===== config.mk =====
export PLATFORM = sky130hd
export DESIGN_NAME = updown_counter_hex
export DESIGN_NICKNAME = d
export VERILOG_FILES = /design/src/rtl/counter_pkg.sv /design/src/rtl/seg7_hex.sv /design/src/rtl/updown_counter_hex.sv
export SDC_FILE = /design/constraint.sdc
export NUM_CORES = 1
export LEC_CHECK = 0
export ABC_CLOCK_PERIOD_IN_PS = 3100
export BUFFER_PORTS_ARGS = -buffer_cell sky130_fd_sc_hd__buf_4
export CAP_MARGIN = 5
export CORE_UTILIZATION = 51
export CTS_BUF_LIST = sky130_fd_sc_hd__clkbuf_8
export CTS_CLUSTER_DIAMETER = 150
export CTS_CLUSTER_SIZE = 30
export DETAILED_ROUTE_END_ITERATION = 12
export MAX_ROUTING_LAYER = met4
export PLACE_DENSITY = 0.8
export SLEW_MARGIN = 20
export SYNTH_ARGS = -nofsm -noshare
export SYNTH_HDL_FRONTEND = slang
export SYNTH_SLANG_ARGS = --single-unit

===== constraint.sdc =====
create_clock -name clk -period 3.1 [get_ports clk]
set_input_delay 0.31 -clock clk [delete_from_list [all_inputs] [get_ports clk]]
set_output_delay 0.31 -clock clk [all_outputs]
set_load 0.005 [all_outputs]

===== src/rtl/counter_pkg.sv =====
// counter_pkg: seven-segment patterns and segment indices shared by the hex counter.
package counter_pkg;
   typedef enum int unsigned {SEG_A, SEG_B, SEG_C, SEG_D, SEG_E, SEG_F, SEG_G} seg_idx_e;
   // Active-low, bit 0 = a .. bit 6 = g; entry 0 is the rightmost slice.
   localparam logic [15:0][6:0] SEG_TABLE = {
      7'h0E, 7'h06, 7'h21, 7'h46, 7'h03, 7'h08, 7'h10, 7'h00,
      7'h78, 7'h02, 7'h12, 7'h19, 7'h30, 7'h24, 7'h79, 7'h40
   };
endpackage


===== src/rtl/seg7_hex.sv =====
// seg7_hex: 4-bit value to active-low seven-segment pattern.
module seg7_hex
   import counter_pkg::*;
(
   input  logic [3:0] digit_i,
   output logic [6:0] seg_o
);
   assign seg_o = SEG_TABLE[digit_i];
endmodule


===== src/rtl/updown_counter_hex.sv =====
// updown_counter_hex: modulo up/down counter with load, wrap/saturate and hex readout.
module updown_counter_hex #(
   parameter int WIDTH   = 8,
   parameter int MAX_VAL = 255,
   parameter int DIGITS  = 2
) (
   input  logic                clk,
   input  logic                reset,
   input  logic                enable,
   input  logic                up,
   input  logic                saturate,
   input  logic                load,
   input  logic [WIDTH-1:0]    load_value,
   output logic [WIDTH-1:0]    count,
   output logic                wrap,
   output logic                at_limit,
   output logic [7*DIGITS-1:0] hex
);
   localparam logic [WIDTH-1:0] MAX = WIDTH'(MAX_VAL);
   logic [WIDTH-1:0]    count_q, count_d;
   logic                wrap_q, wrap_d;
   logic [4*DIGITS-1:0] nib;
   always_comb begin
      count_d = count_q;
      wrap_d  = 1'b0;
      if (load) count_d = load_value > MAX ? MAX : load_value;
      else if (enable && up) begin
         if (count_q != MAX) count_d = count_q + 1'b1;
         else if (!saturate) begin
            count_d = '0;
            wrap_d  = 1'b1;
         end
      end else if (enable) begin
         if (count_q != '0) count_d = count_q - 1'b1;
         else if (!saturate) begin
            count_d = MAX;
            wrap_d  = 1'b1;
         end
      end
   end
   always_ff @(posedge clk) begin
      if (reset) begin
         count_q <= '0;
         wrap_q  <= 1'b0;
      end else begin
         count_q <= count_d;
         wrap_q  <= wrap_d;
      end
   end
   assign count    = count_q;
   assign wrap     = wrap_q;
   assign at_limit = up ? count_q == MAX : count_q == '0;
   // Digits beyond WIDTH read as zero.
   assign nib = (4*DIGITS)'(count_q);
   for (genvar i = 0; i < DIGITS; i++) begin : g_dig
      seg7_hex u_seg (.digit_i(nib[4*i +: 4]), .seg_o(hex[7*i +: 7]));
   end
endmodule


Yosys cells after proc, flatten, opt, wreduce, memory -nomap -nowiden --
Memories as Yosys holds them, arrays and structs flattened. A register that Yosys moved wholly into a read port is not among the register bits. Index checks and enable logic that the tools add are counted.
Storage, ports and cells: logic and storage cells 39, output and inout bits 24, memory bits (read-only) 224, input port bits 14, memories 2, register bits 9
Operators by class: add/subtract/negate cells 2, equal/unequal tests 4, reductions and logical operators 6, muxes and demuxes 20, order comparisons 3
Memories:
- (no name shown) | depth 16, width 7, read ports 1, clocked after Yosys merged registers in 1, write ports 0, RTL line seg7_hex.sv:8 | assign seg_o = SEG_TABLE[digit_i];
- (no name shown) | depth 16, width 7, read ports 1, clocked after Yosys merged registers in 1, write ports 0, RTL line seg7_hex.sv:8
Operators by type and width (count):
- $mux 8 | 8
- $mux 4 | 4
- $mux 7 | 2
- $lt 4x5->1 const B | 2
- $add 8x1->8 const B | 1
- $eq 8x8->1 const B | 1
- $gt 8x8->1 const B | 1
- $logic_not 8->1 | 1
- $ne 8x8->1 const B | 1
- $reduce_bool 8->1 | 1
- $sub 8x1->8 const B | 1
- $mux 1 | 6
- $ne 4x1->1 const B | 1
- $ne 4x3->1 const B | 1
- $reduce_and 3->1 | 1
- $reduce_bool 3->1 | 1
- $reduce_or 2->1 | 1
- $logic_and 1x1->1 | 1

Depth between registers and ports, before layout --
Gate-level depths: netlist (run 1).
depth after elaboration 7, depth in mapped cells 15, mapped depth without buffers 13

By module --
Synthesis (run 1) repeated with hierarchy kept, for this count alone.
Unflattened totals: cell total of the unflattened synthesis 171, area total of the unflattened synthesis 1432.6 um^2
Modules (own cells, without submodules):
- updown_counter_hex | instances 1, seq. area each 180.2 um^2, cells an instance 108, area each 895.9 um^2
- seg7_hex at g_dig[1].u_seg | instances 1, seq. area each 0.0 um^2, cells an instance 32, area each 275.3 um^2
- seg7_hex at g_dig[0].u_seg | instances 1, seq. area each 0.0 um^2, cells an instance 31, area each 261.5 um^2

Worst setup path after synthesis (run 1) --
Ideal clock, no wire load.
kind reg2reg, start point register count_q[0] (netlist: count[0]), end point register, netlist name g_dig[1].u_seg.seg_o[6], data required time 2.980 ns, library setup time 0.120 ns, path slack 0.176 ns, cell stages (with the launch flop) 15, period minus slack after synthesis 2.924 ns, arrival 2.805 ns, path buffers 2, cells stage by stage dfxtp_1 -> clkbuf_1 -> inv_1 -> ha_1 -> nor3b_2 -> a31oi_1 -> or2_1 -> buf_4 -> o21ai_1 -> a32oi_1 -> inv_1 -> ha_1 -> inv_1 -> nor3_1 -> a211o_1
RTL lines:
- start, declared | RTL line updown_counter_hex.sv:20 | logic [WIDTH-1:0] count_q, count_d;
- start signal, assigned | RTL line updown_counter_hex.sv:46 | count_q <= count_d;

==> flow_summary.toml, run 1 <==
[outcome]
outcome = "complete, no violations"

[detailed_routing]
drt-initial-drc-count = 191
num_vias = 1603
via_per_inst = 5.787
wl_microns = 4062
avgRoutedWirePerCell_microns = 14.66
dr.pass1.iters = 5
ant_nets = 0
remaining_drc_errors = 0

[finish]
final_common_cell = "buf_4"
fin_cells = 277
final_nets = 261
drive_above_1_share_pct = 29.61
diodes = 0
utilization_pct = 66.90
area_delta_synth_final_pct = 22.25
layout_common_cells = "46 x buf_4, 22 x dfxtp_1, 21 x nand2_1, 14 x nor2_1"

[setup_path]
cp_data_required_time_ns = 3.25
startpoint_type = "flop"
crit_top_cell = "ha_1"
crit_arrival_ns = 2.92
worst-path-buf-inv = 1
slowest_stage = "mux4_2"
end_kind = "flop"
ff2ff_setup_slack_ns = 0.33
critPathTopFamily = "multiplexers"
path_cells = "inv_1 -> ha_1 -> nor3b_2 -> a31oi_1 -> or2_1 -> mux2i_1 -> nor2_1 -> ha_1 -> mux4_2"
crit_type = "flop to flop"
path_max_fanout = 9
slowest_delay_ns = 0.45

[power]
peakVddDrop_mv = 0.3356
p_clk_share_pct = 20.0
p_comb_share_pct = 40.3
pwr-share-seq_pct = 39.8
p_switching_mw = 0.3285
switching_share_pct = 34.29
power.internal_mw = 0.6294
p_per_area_mw_per_mm2 = 461.5
leakage_nw = 0.9690

[synth]
ys_ff_latch = 23
synthFlopType = "dfxtp_1"
synthCells = 195
synth_top_area_share_pct = 27.12
synth_seq_area_share_pct = 27.12
yosysUniqueCellTypes = 65
synth_area_sq_mm = 0.001698
synth_area_leaders = "dfxtp_1 27%, ha_1 9.6%, mux2i_1 5.3%"
ys_async_sr_fraction_pct = 0
synth_nets = 222
synth_edf_count = 0
synth_area_leader_cell = "dfxtp_1"
syn_area_per_cell_sq_um = 8.707
yosys_warnings = 0

[timing]
min_period_over_period_pct = 89.37
hold_violations = 0
worst_pin_slew_ns = 0.5693
setup_slack_ns = 0.3295
fmax_mhz = 360.9
finalMaxSlewViolations = 0
finalSetupViolations = 0
skew_ns = 0.001982
relSlewSlack_pct = 62.05
min_period_ns = 2.771
rsz0062_at_grt = "false"
fin_tns_setup_ns = 0

[clock_tree]
cts_tree = "built"
clock-sinks = 23
numCtsBuffers = 3
hold_buffers = 0
post_cts_buffers = 0
htree_levels = 1
clkTransAtPathRegs_ns = 0.08
cts_root_buf = "clkbuf_8"
clock_path_buffers = 2
ctsResizeCount = 0
insertion_delay_ns = 0.27

[die]
start_util_pct = 54.72
die_area_sq_mm = 0.003564
die_w_microns = 59.70
core-area_sq_mm = 0.003103
fp.dieH_microns = 59.70
io_pins = 38
num_rows = 20

[grt]
grt_overflow_total = 0
grt_pass1_wl_microns = 6520
grt_util_all_layers_pct = 25.14
grt_max_degree = 19
antenna_found_initial = 0
grt_pass1_vias = 1390

[min_path]
min-delay-path-class = "input port to flop"

[placed_design]
hpwl_microns = 3133
port_buffers = 37
post-place-ws_ns = 0.2393
gp_congestion = 0.8825
placedCellCount = 273

[job]
max_cap_viol_count = 0
## cells by family (layout without fill, tap and decap cells)
family	Yosys count	count (layout)	synth area share, %
xor gates and xnor gates	3	3	1.548
DFF	23	23	27.12
and+or+nand+nor	64	64	20.19
buffers and inverters	28	66	7.812
adders and majority gates	13	13	9.580
muxes	10	10	6.632
AOI/OAI and AO/OA	54	54	27.12
## synthesized netlist by cell type (all sizes together) (2+ instances only)
cell type  number
nor3            5
and4            3
or2             2
nand3           3
xnor2           3
a21oi           5
a21o            3
clkbuf          4
mux2i           9
nor3b           3
nand2          21
buf             8
a311oi          2
o2bb2ai         2
nor4            2
o32ai           2
o221ai          2
dfxtp          23
o31ai           2
a211oi          3
inv            16
o211ai          3
nor2           15
a22oi           2
ha             13
a22o            4
nand3b          2
a211o           3
o21ai           7
and3            2
o22ai           2
a221oi          2
## power by group through the flow
stage	Sequential (mW)	Combinational [mW]	Clock, mW
5_1_grt	0.386	0.422	0.208
3_3_place_gp	0.386	0.377	0
2_1_floorplan	0.380	0.243	0
6_report	0.381	0.386	0.191
3_5_place_dp	0.386	0.383	0
4_1_cts	0.380	0.385	0.191
## area by class of cell
type | instances | area (sq um)
inverters | 16 | 62.56
well taps | 44 | 55.05
flip-flops and latches | 23 | 461.7
fillers | 296 | 1027
clock buffers | 3 | 41.29
repair buffers | 46 | 345.3
multi-input cells | 144 | 1105
clock inverters | 1 | 5.005
## registers in the layout (all words and copies together), names as in the netlist
signal and flops:
wrap 1, g_dig.u_seg.seg_o 14, count 8
## per-layer routing
layer,up-vias,global-route usage (%),wire (microns)
met3,6,3.247,246
li1,789,-,-
met1,752,33.60,1875
met2,56,40.16,1894
met5,-,-,0
met4,0,6.312,44
## metrics by stage
| step | total power [mW] | hold slack (ns) | instance area (sq um) |
|---|---|---|---|
| finish | 0.9579 | 0.2998 | 2076 |
| global route | 1.017 | 0.3038 | 2076 |
| CTS | 0.9559 | 0.3059 | 2074 |
| detailed placement | 0.7690 | 0.5892 | 2028 |
| global placement | 0.7626 | 0.5867 | 2028 |
| floorplan | 0.6236 | 0.4812 | 1698 |
## path summary, 6_finish.rpt
check	from	to	cells after the start
max reg2reg	count[1]	g_dig[0].u_seg.seg_o[3]	9
min reg2reg	count[1]	count[1]	2
min	reset	count[1]	2
max	count[1]	g_dig[0].u_seg.seg_o[3]	9
(Power assumes the default switching activity.)
==> run 2: changes to the inputs <==
--- a/config.mk
+++ b/config.mk
@@ -5,6 +5,7 @@
 export SDC_FILE = /design/constraint.sdc
 export NUM_CORES = 1
 export LEC_CHECK = 0
+export ABC_AREA = 1
 export ABC_CLOCK_PERIOD_IN_PS = 3100
 export BUFFER_PORTS_ARGS = -buffer_cell sky130_fd_sc_hd__buf_4
 export CAP_MARGIN = 5
@@ -14,7 +15,7 @@
 export CTS_CLUSTER_SIZE = 30
 export DETAILED_ROUTE_END_ITERATION = 12
 export MAX_ROUTING_LAYER = met4
-export PLACE_DENSITY = 0.8
+export PLACE_DENSITY = 0.79
 export SLEW_MARGIN = 20
 export SYNTH_ARGS = -nofsm -noshare
 export SYNTH_HDL_FRONTEND = slang
==> flow_summary.toml, run 2 <==
[power]
peakVddDrop_mv = 0.2778
pwr-share-seq_pct = 40.0
p_switching_mw = 0.3380
power.internal_mw = 0.5883
p_comb_share_pct = 39.7
switching_share_pct = 36.49
leakage_nw = 1.189
p_per_area_mw_per_mm2 = 433.5
p_clk_share_pct = 20.3

[die]
core-area_sq_mm = 0.003363
io_pins = 38
num_rows = 21
start_util_pct = 53.42
die_w_microns = 61.36
fp.dieH_microns = 61.36
die_area_sq_mm = 0.003764

[setup_path]
slowest_delay_ns = 0.42
crit_top_cell = "nand2_1"
r2r_end = "g_dig[1].u_seg.seg_o[3]"
end_kind = "flop"
crit_type = "flop to flop"
ff2ff_setup_slack_ns = 0.63
slowest_stage = "dfxtp_1"
r2r-start = "count[0]"
crit_arrival_ns = 2.63
path_cells = "inv_1 -> ha_1 -> nand2_2 -> nor2_4 -> nand3_2 -> nand3_4 -> a21oi_1 -> nand2_1 -> nand2_1 -> inv_1 -> ha_1 -> nand3_1 -> nand2_1 -> nand2_1 -> nand2_1"
path_max_fanout = 13
cp_data_required_time_ns = 3.26
r2r_cells = 15
startpoint_type = "flop"

[detailed_routing]
avgRoutedWirePerCell_microns = 10.92
ant_nets = 0
dr.pass1.iters = 4
via_per_inst = 5.014
drt-initial-drc-count = 89
remaining_drc_errors = 0
wl_microns = 3919
num_vias = 1800

[clock_tree]
hold_buffers = 0
clkTransAtPathRegs_ns = 0.09
cts_tree = "built"
post_cts_buffers = 0
clock_path_buffers = 2
cts_root_buf = "clkbuf_8"
numCtsBuffers = 3
insertion_delay_ns = 0.27
clock-sinks = 23
htree_levels = 1
ctsResizeCount = 0

[grt]
grt_pass1_wl_microns = 6575
antenna_found_initial = 0
grt_util_all_layers_pct = 23.91
grt_pass1_vias = 1564
grt_overflow_total = 0
grt_max_degree = 14

[synth]
synth_area_leaders = "dfxtp_1 26%, nand2_1 19%, nand3_1 11%"
synthCells = 277
synthFlopType = "dfxtp_1"
syn_area_per_cell_sq_um = 6.486
synth_edf_count = 0
yosys_warnings = 0
ys_async_sr_fraction_pct = 0
synth_seq_area_share_pct = 25.63
yosysUniqueCellTypes = 33
synth_top_area_share_pct = 25.63
synth_most_common_cell = "nand2_1"
synth_area_leader_cell = "dfxtp_1"
synth_nets = 304
yosys-top-cells-count = "89 x nand2_1, 38 x nand3_1, 27 x inv_1"
ys_ff_latch = 23
synth_area_sq_mm = 0.001797

[finish]
design_area_sq_mm = 0.002137
drive_above_1_share_pct = 22.04
layout_common_cells = "89 x nand2_1, 38 x nand3_1, 37 x buf_4, 27 x inv_1, 26 x nor2_1"
final_common_cell = "nand2_1"
final_nets = 341
diodes = 0
area_delta_synth_final_pct = 18.94
largest_register_ffs = 14
utilization_pct = 63.54

[placed_design]
hpwl_microns = 3079
placed_area_sq_mm = 0.002091
port_buffers = 37
post-place-ws_ns = 0.6544
gp_congestion = 0.8945

[timing]
setup_slack_ns = 0.6292
min_period_over_period_pct = 79.70
fin_tns_setup_ns = 0
worst_pin_slew_ns = 0.3512
fmax_mhz = 404.7
min_period_ns = 2.471
relSlewSlack_pct = 76.50
skew_ns = 0.008174
rsz0062_at_grt = "false"
finalMaxSlewViolations = 0
hold_violations = 0
finalSetupViolations = 0

[job]
max_cap_viol_count = 0

[min_path]
min_to = "wrap"
min_path_cells = 2
min_from = "saturate"
min-delay-path-class = "input port to flop"

[outcome]
outcome = "complete, no violations"
run 2: power groups by stage:
stage,sequential [mW],combinational [mW],clock [mW]
after floorplan,0.374,0.248,0
after global placement,0.377,0.362,0
after detailed placement,0.377,0.367,0
after CTS,0.370,0.369,0.196
after global routing,0.377,0.424,0.210
final,0.370,0.368,0.188
run 2: metal layers:
metal / global-route usage [%] / wire [microns] / vias to the layer above
met5: - / 0 / -
met1: 29.92 / 1840 / 801
met4: 3.810 / 29 / 0
met2: 40.37 / 1872 / 45
met3: 5.042 / 177 / 5
li1: - / - / 949
run 2: worst max-delay path: cells and delay by family, from the launching register on:
kind            cells  cell delay, ns
simple gates       10            0.93
flops               1            0.42
fa+ha+maj           2            0.59
buf+inv             2            0.24
compound gates      1            0.17
run 2: final cells by class:
cell class,count,area (sq um)
fillers,356,1226
multi-input cells,214,1156
flip-flops and latches,23,460.4
repair buffers,37,277.8
inverters,35,138.9
well taps,46,57.56
clock buffers,3,41.29
clock inverters,1,5.005
run 2: how the worst max path moves through the flow:
| stage | from | end | slack, ns | cells after the start |
|---|---|---|---|---|
| global placement | count[0] | g_dig[1].u_seg.seg_o[3] | 0.66 | 15 |
| detailed placement | count[0] | g_dig[1].u_seg.seg_o[3] | 0.65 | 15 |
| CTS | count[0] | g_dig[1].u_seg.seg_o[3] | 0.64 | 15 |
| finish | count[0] | g_dig[1].u_seg.seg_o[3] | 0.63 | 15 |
| floorplan | count[0] | g_dig[1].u_seg.seg_o[3] | 0.89 | 16 |
| global route | count[0] | g_dig[1].u_seg.seg_o[3] | 0.37 | 15 |
run 2: cells by family (layout without fill, tap and decap cells):
kind of cell	Yosys count	in the layout	share of synthesized area, %
compound gates	23	23	8.079
fa+ha+maj	13	13	9.053
flops	23	23	25.63
xor+xnor	4	4	1.950
simple gates	174	174	45.26
buf+inv	40	76	10.03
run 2: metrics by stage:
| stage | total power, mW | instances | hold WS [ns] |
|---|---|---|---|
| 6_report | 0.9264 | 359 | 0.2083 |
| 5_1_grt | 1.012 | 359 | 0.1966 |
| 4_1_cts | 0.9354 | 359 | 0.2031 |
| 3_5_place_dp | 0.7437 | 355 | 0.4900 |
| 3_3_place_gp | 0.7397 | 355 | 0.4883 |
| 2_1_floorplan | 0.6215 | 277 | 0.3931 |
